**config.mk**
```make
export PLATFORM = sky130hd
export DESIGN_NAME = if_fetch_unit
export DESIGN_NICKNAME = d
export VERILOG_FILES = /design/src/rtl/if_fetch_unit.sv
export SDC_FILE = /design/constraint.sdc
export NUM_CORES = 1
export LEC_CHECK = 0
export CELL_PAD_IN_SITES_DETAIL_PLACEMENT = 0
export CELL_PAD_IN_SITES_GLOBAL_PLACEMENT = 2
export CORE_UTILIZATION = 26
export CTS_CLUSTER_DIAMETER = 50
export DETAILED_ROUTE_END_ITERATION = 6
export PLACE_DENSITY_LB_ADDON = 0.1
export SLEW_MARGIN = 0
export SYNTH_ARGS = -nofsm -noshare
export SYNTH_HDL_FRONTEND = slang
export SYNTH_SLANG_ARGS = --single-unit
```
**constraint.sdc**
```tcl
create_clock -name clk -period 3.95 [get_ports clk]
set_input_delay 0.5925 -clock clk [delete_from_list [all_inputs] [get_ports clk]]
set_output_delay 0.5925 -clock clk [all_outputs]
set_load 0.005 [all_outputs]
```
**src/rtl/if_fetch_unit.sv**
```systemverilog
// Fetches one 32-bit instruction as four little-endian byte reads; 6 cycles request-to-valid with continuous grant.
// Ungranted cycles hold the read and add one cycle each; id_stall_i holds the result; busy_o back-pressures the PC stage.
module if_fetch_unit #(
    parameter int RD_LATENCY = 1
) (
    input  logic        clk,
    input  logic        rst,
    input  logic        req_i,
    input  logic [31:0] req_pc_i,
    output logic        busy_o,
    input  logic        flush_i,
    output logic        mem_req_o,
    output logic [31:0] mem_addr_o,
    input  logic        mem_grant_i,
    input  logic [7:0]  mem_din_i,
    output logic        inst_valid_o,
    output logic [31:0] inst_o,
    output logic [31:0] inst_pc_o,
    input  logic        id_stall_i
);

    typedef enum logic [1:0] {
        IDLE = 2'd0,
        READ = 2'd1,
        DONE = 2'd2
    } state_t;

    state_t                state_q, state_d;
    logic [31:0]           pc_q, pc_d;
    logic [31:0]           inst_q, inst_d;
    logic [2:0]            iss_cnt_q, iss_cnt_d;
    logic [2:0]            rcv_cnt_q, rcv_cnt_d;
    logic [RD_LATENCY-1:0] pend_q, pend_d;
    logic                  issue_fire;
    logic                  rcv_fire;

    assign busy_o       = (state_q != IDLE);
    assign mem_req_o    = (state_q == READ) && (iss_cnt_q < 3'd4);
    assign mem_addr_o   = pc_q + {29'd0, iss_cnt_q};
    assign issue_fire   = mem_req_o && mem_grant_i;
    // Receive is gated by READ so a stale byte can never land outside a fetch.
    assign rcv_fire     = (state_q == READ) && pend_q[RD_LATENCY-1];
    assign inst_valid_o = (state_q == DONE);
    assign inst_o       = inst_valid_o ? inst_q : 32'd0;
    assign inst_pc_o    = inst_valid_o ? pc_q   : 32'd0;

    always_comb begin
        state_d   = state_q;
        pc_d      = pc_q;
        inst_d    = inst_q;
        iss_cnt_d = iss_cnt_q;
        rcv_cnt_d = rcv_cnt_q;
        // One bit per outstanding read cycle; the oldest bit marks the byte arriving now.
        pend_d    = pend_q << 1;
        pend_d[0] = issue_fire;

        if (flush_i) begin
            state_d   = IDLE;
            iss_cnt_d = 3'd0;
            rcv_cnt_d = 3'd0;
            pend_d    = '0;
        end else begin
            case (state_q)
                IDLE: begin
                    if (req_i) begin
                        pc_d      = req_pc_i;
                        iss_cnt_d = 3'd0;
                        rcv_cnt_d = 3'd0;
                        state_d   = READ;
                    end
                end
                READ: begin
                    if (issue_fire) begin
                        iss_cnt_d = iss_cnt_q + 3'd1;
                    end
                    if (rcv_fire) begin
                        inst_d[{rcv_cnt_q[1:0], 3'b000} +: 8] = mem_din_i;
                        rcv_cnt_d = rcv_cnt_q + 3'd1;
                        if (rcv_cnt_q == 3'd3) begin
                            state_d = DONE;
                        end
                    end
                end
                DONE: begin
                    if (!id_stall_i) begin
                        state_d = IDLE;
                    end
                end
                default: begin
                    state_d = IDLE;
                end
            endcase
        end
    end

    always_ff @(posedge clk) begin
        if (rst) begin
            state_q   <= IDLE;
            pc_q      <= 32'd0;
            inst_q    <= 32'd0;
            iss_cnt_q <= 3'd0;
            rcv_cnt_q <= 3'd0;
            pend_q    <= '0;
        end else begin
            state_q   <= state_d;
            pc_q      <= pc_d;
            inst_q    <= inst_d;
            iss_cnt_q <= iss_cnt_d;
            rcv_cnt_q <= rcv_cnt_d;
            pend_q    <= pend_d;
        end
    end

endmodule

```
Word level (Yosys, flattened, before mapping). Cells that the tools add are included.

Latch bits: 0. Memories: 0. Memory bits (writable): 0. Bits in registers: 73. ROM bits: 0. Logic and storage cells: 47. Output and inout bits: 99.

Divide/modulo/power cells: 0. $add $sub $neg: 4. Muxes and demuxes: 13. Shifts and indexed selects: 2. Equal/unequal tests: 8. Multipliers: 0. Bitwise operators: 1. Reduce and logical (&&, ||, !) cells: 12. Magnitude comparators: 1.

Operators by type and width (count): 2-to-1 mux 32 bit (2); adder 32 x 3 -> 32 bit (1); bitwise mux 32 bit (1); variable shift 8 x 7 -> 32 bit (first input constant) (1); variable part select 8 x 7 -> 32 bit (1); one-hot mux 3 bit (2 select lines) (2); AND reduction 3 bit (4); 2-to-1 mux 3 bit (3); 2-to-1 mux 2 bit (4); != test 2 bit (second input constant) (4); negator 5 -> 7 bit (1); adder 3 x 1 -> 3 bit (second input constant) (2); one-hot mux 2 bit (3 select lines) (1); AND reduction 4 bit (1); nonzero test 2 bit (2); equality test 3 x 2 -> 1 bit (second input constant) (1); logical AND 1 bit (3); < comparator 3 bit (second input constant) (1); equality test 2 x 1 -> 1 bit (second input constant) (1); equality test 2 bit (second input constant) (1); zero test 2 bit (1); != test 2 x 1 -> 1 bit (second input constant) (1); OR reduction 2 bit (1); inverter 1 bit (1).

Logic depth before layout (Yosys ltp).
Depth after elaboration: 5. Gate-level depth with buffers: 7. Depth with buffers taken out: 6.

Worst setup path before layout. Ideal clock, no wire load.

Kind: flip-flop to output port. From: register iss_cnt_q[0]. To: output port mem_addr_o[14]. Slack: 1.673 ns. Stages on the path, launching flop included: 7. Arrival: 1.684 ns. Buffers on the path: 0. Required time: 3.357 ns. Cell sequence: dfxtp_1 > ha_1 > fa_1 > a21oi_1 > or4b_4 > nor3_2 > xor2_1.

Word-level cells in the longest chain between the ends: 1.

RTL lines: start, declared (line 31) `logic [2:0] iss_cnt_q, iss_cnt_d;`; start signal, assigned (line 108) `iss_cnt_q <= iss_cnt_d;`; adder 32 x 3 -> 32 bit (line 39) `assign mem_addr_o = pc_q + {29'd0, iss_cnt_q};`; end, declared (line 13) `output logic [31:0] mem_addr_o,`.

No other way between the ends.

Worst setup path in the final report.
From: register iss_cnt_q[2]. To: output port mem_addr_o[25].

Same word-level chain as after synthesis.

==> impl_metrics.ini <==
[logic_synthesis]
synth_nets = 568
yosysWarnings = 0
synthTopCellsByCount = 111 x nand2_1, 73 x dfxtp_1, 71 x a21oi_1
avgSynthCellArea_um2 = 7.76
synth_area_leaders = dfxtp_1 37%, nand2_1 11%, and2_1 10%, a21oi_1 9.0%, xnor2_1 4.6%
synth-edff-count = 0
synth-xor-area-share = 0.0662
synth-compound-area-share = 0.101
synth_top_family_by_area = simple AND/OR/NAND/NOR gates
synthFlopType = dfxtp_1
ys_ff_latch = 73
netlist_instances = 511
synth_async_sr_flop_share = 0
synth_fa_ha_area_frac = 0.0366
yosysMostFrequentCell = nand2_1
netlist_area_um2 = 3970
ys_seq_area_frac = 0.368
synth_cell_type_count = 45
yosysTopAreaCellShare = 0.368
synth_mux_area_frac = 0
yosys.area_share.simple = 0.384
synth_area_leader_cell = dfxtp_1

[drt]
first_pass_iters = 7
wl_per_cell_um = 15.5
drcViolationCount = 15
ant_nets = 0
routed_wirelength_mm = 12.9
vias_per_cell = 4.69
vias = 3890
first_iter_violations = 204

[die]
start_util = 0.270
die_area_um2 = 15800
io_pins = 145
die_w_um = 126
core_area_um2 = 14700
rows = 44
die_y_um = 126

[placement]
dp_hpwl_mm = 9.32
post-place-cells = 814
port_buffers = 144
globalplace.congestion = 0.786

[clock_tree]
path_clk_slew_ns = 0.05
clock-root-buffer = clkbuf_16
hold_buffers = 0
ctsResizeCount = 0
cts_buffers = 9
htreeDepth = 3
cts_tree = built
ctsLongestPathBuffers = 2
postCtsSetupRepairBufs = 0
cts.sinks = 73
clk_latency_ns = 0.33

[critical_path]
r2r_setup_slack_ns = 1.72
cp_slowest_cell = nor2_1
cp_max_fo = 12
r2r_end = inst_q[22]
cp-endpoint = mem_addr_o[25]
critPathKind = reg -> out
max_stage_delay_ns = 0.68
crit_required_ns = 3.36
crit_path_start = iss_cnt_q[2]
crit_arrival_ns = 2.78
endpoint_kind = output pin
worstRegToRegCells = 5
worstSetupStartpointType = register
worstPathCellList = ha_1 -> o211ai_1 -> nor2_1 -> nand4_1 -> xnor2_1 -> clkdlybuf4s50_1
timing.rr.start = rcv_cnt_q[0]

[power]
switching_share = 0.237
power_switching_uw = 396
peakVddDrop_uv = 143
pwr-share-comb = 0.092
p_leak_uw = 0.00206
pwr-share-clk = 0.441
p_int_uw = 1270
power-per-cell-area_nw_per_um2 = 289
pwr-share-seq = 0.467
finalPower_uw = 1670

[sta]
setup_violations = 0
period_minus_slack_ns = 3.37
finalCritPeriodShare = 0.853
rsz0062_at_grt = false
setup_tns_ns = 0
tightest_slew_ns = 1.19
fin_skew_ns = 0.00373
slew_violations = 0
timing.final.hold_violations = 0
slew_headroom = 0.204
fmax_mhz = 297

[layout]
nets = 698
syn_to_final_growth_pct = 45.9
layoutNonFillerInstCount = 829
drive_gt1_frac = 0.0496
antenna_cells = 0
n_fill_cell = 1540

[grt]
grt_max_degree = 44
antenna_found_initial = 0
grt_pass1_wl_mm = 20.5
first_global_vias = 3755
gr-total-overflow = 0
grt_usage = 0.167

[flow_run]
max-cap-violations = 0

[run_status]
outcome = complete, but fails checks
violations = design-rule violations

[min_path]
hold_class = reg -> reg
-- sequential cells by signal, summed over array words and instances (netlist names) --
signal     cells
inst_q        32
pc_q          32
iss_cnt_q      3
rcv_cnt_q      3
state_q        2
pend_q         1
-- per-stage QoR --
stage / instance area (µm²) / worst slack [ns] / util / hold slack [ns]
after global placement: 5520 / 0.966 / 0.376 / 0.436
final: 5790 / 0.580 / 0.394 / 0.444
after CTS: 5790 / 0.569 / 0.394 / 0.447
after floorplan: 3970 / 1.67 / - / 0.427
after global routing: 5790 / 0.390 / 0.394 / 0.459
after detailed placement: 5520 / 0.946 / 0.376 / 0.440
-- kinds of logic (layout without fill, tap and decap cells) --
| group | after synthesis | in the layout |
|---|---|---|
| buffers and inverters | 33 | 167 |
| and+or+nand+nor | 287 | 287 |
| AOI/OAI and AO/OA | 77 | 77 |
| DFF | 73 | 73 |
| adders and majority gates | 11 | 11 |
| xor gates and xnor gates | 30 | 30 |
-- worst min path at each step --
stage	start	endpoint	cells after the start	slack (ns)
floorplan	inst_q[0]	inst_q[0]	2	0.43
global placement	inst_q[8]	inst_q[8]	2	0.44
detailed placement	inst_q[2]	inst_q[2]	2	0.44
CTS	inst_q[13]	inst_q[13]	2	0.45
global route	inst_q[25]	inst_q[25]	2	0.46
finish	inst_q[25]	inst_q[25]	2	0.44
-- placed cells by master, fill, tap and decap left out, drive strengths merged, types with 2 or more instances in the layout --
cell type,Yosys,layout
and3,9,9
nand4b,2,2
nand2,111,111
nor2b,2,2
and4,3,3
nor4,2,2
xor2,9,9
dfxtp,73,73
inv,4,4
or2,2,2
nor3,5,5
ha,10,10
clkdlybuf4s50,0,143
nor3b,5,5
clkbuf,15,11
clkinv,0,4
nand3,35,35
and2,68,68
nand4,17,17
buf,14,5
a21oi,71,71
a22oi,2,2
xnor2,21,21
nor2,19,19
-- cell type report --
cell class                 instances  area [µm²]  share of cell area
inverter                           4        15.0             0.00259
tap                              184         230              0.0398
timing repair buffer             148        1480               0.256
clock buffer                      11         243              0.0419
clock inverter                     4        20.0             0.00346
multi-input combinational        405        2340               0.404
sequential                        73        1460               0.253
-- power by group through the flow --
stage	logic (µW)	clock network (µW)	registers [µW]
6_report	153	737	779
5_1_grt	167	801	782
4_1_cts	156	768	779
3_5_place_dp	156	0	796
3_3_place_gp	155	0	796
2_1_floorplan	63.0	0	785
-- routing by layer --
layer,global-route usage,share of wire,vias to the layer above
met5,0,0,-
met4,0.0581,0.018,0
met2,0.272,0.47,116
met1,0.218,0.47,1774
li1,-,-,1984
met3,0.0334,0.049,16
-- critical path: cells and delay by family (launching register included) --
kind	cells	cell delay [ns]
compound gates	1	0.12
xor+xnor	1	0.21
fa+ha+maj	1	0.36
buf+inv	1	0.53
flops	1	0.34
simple gates	2	0.89
Power figures use the tool's default switching activity.
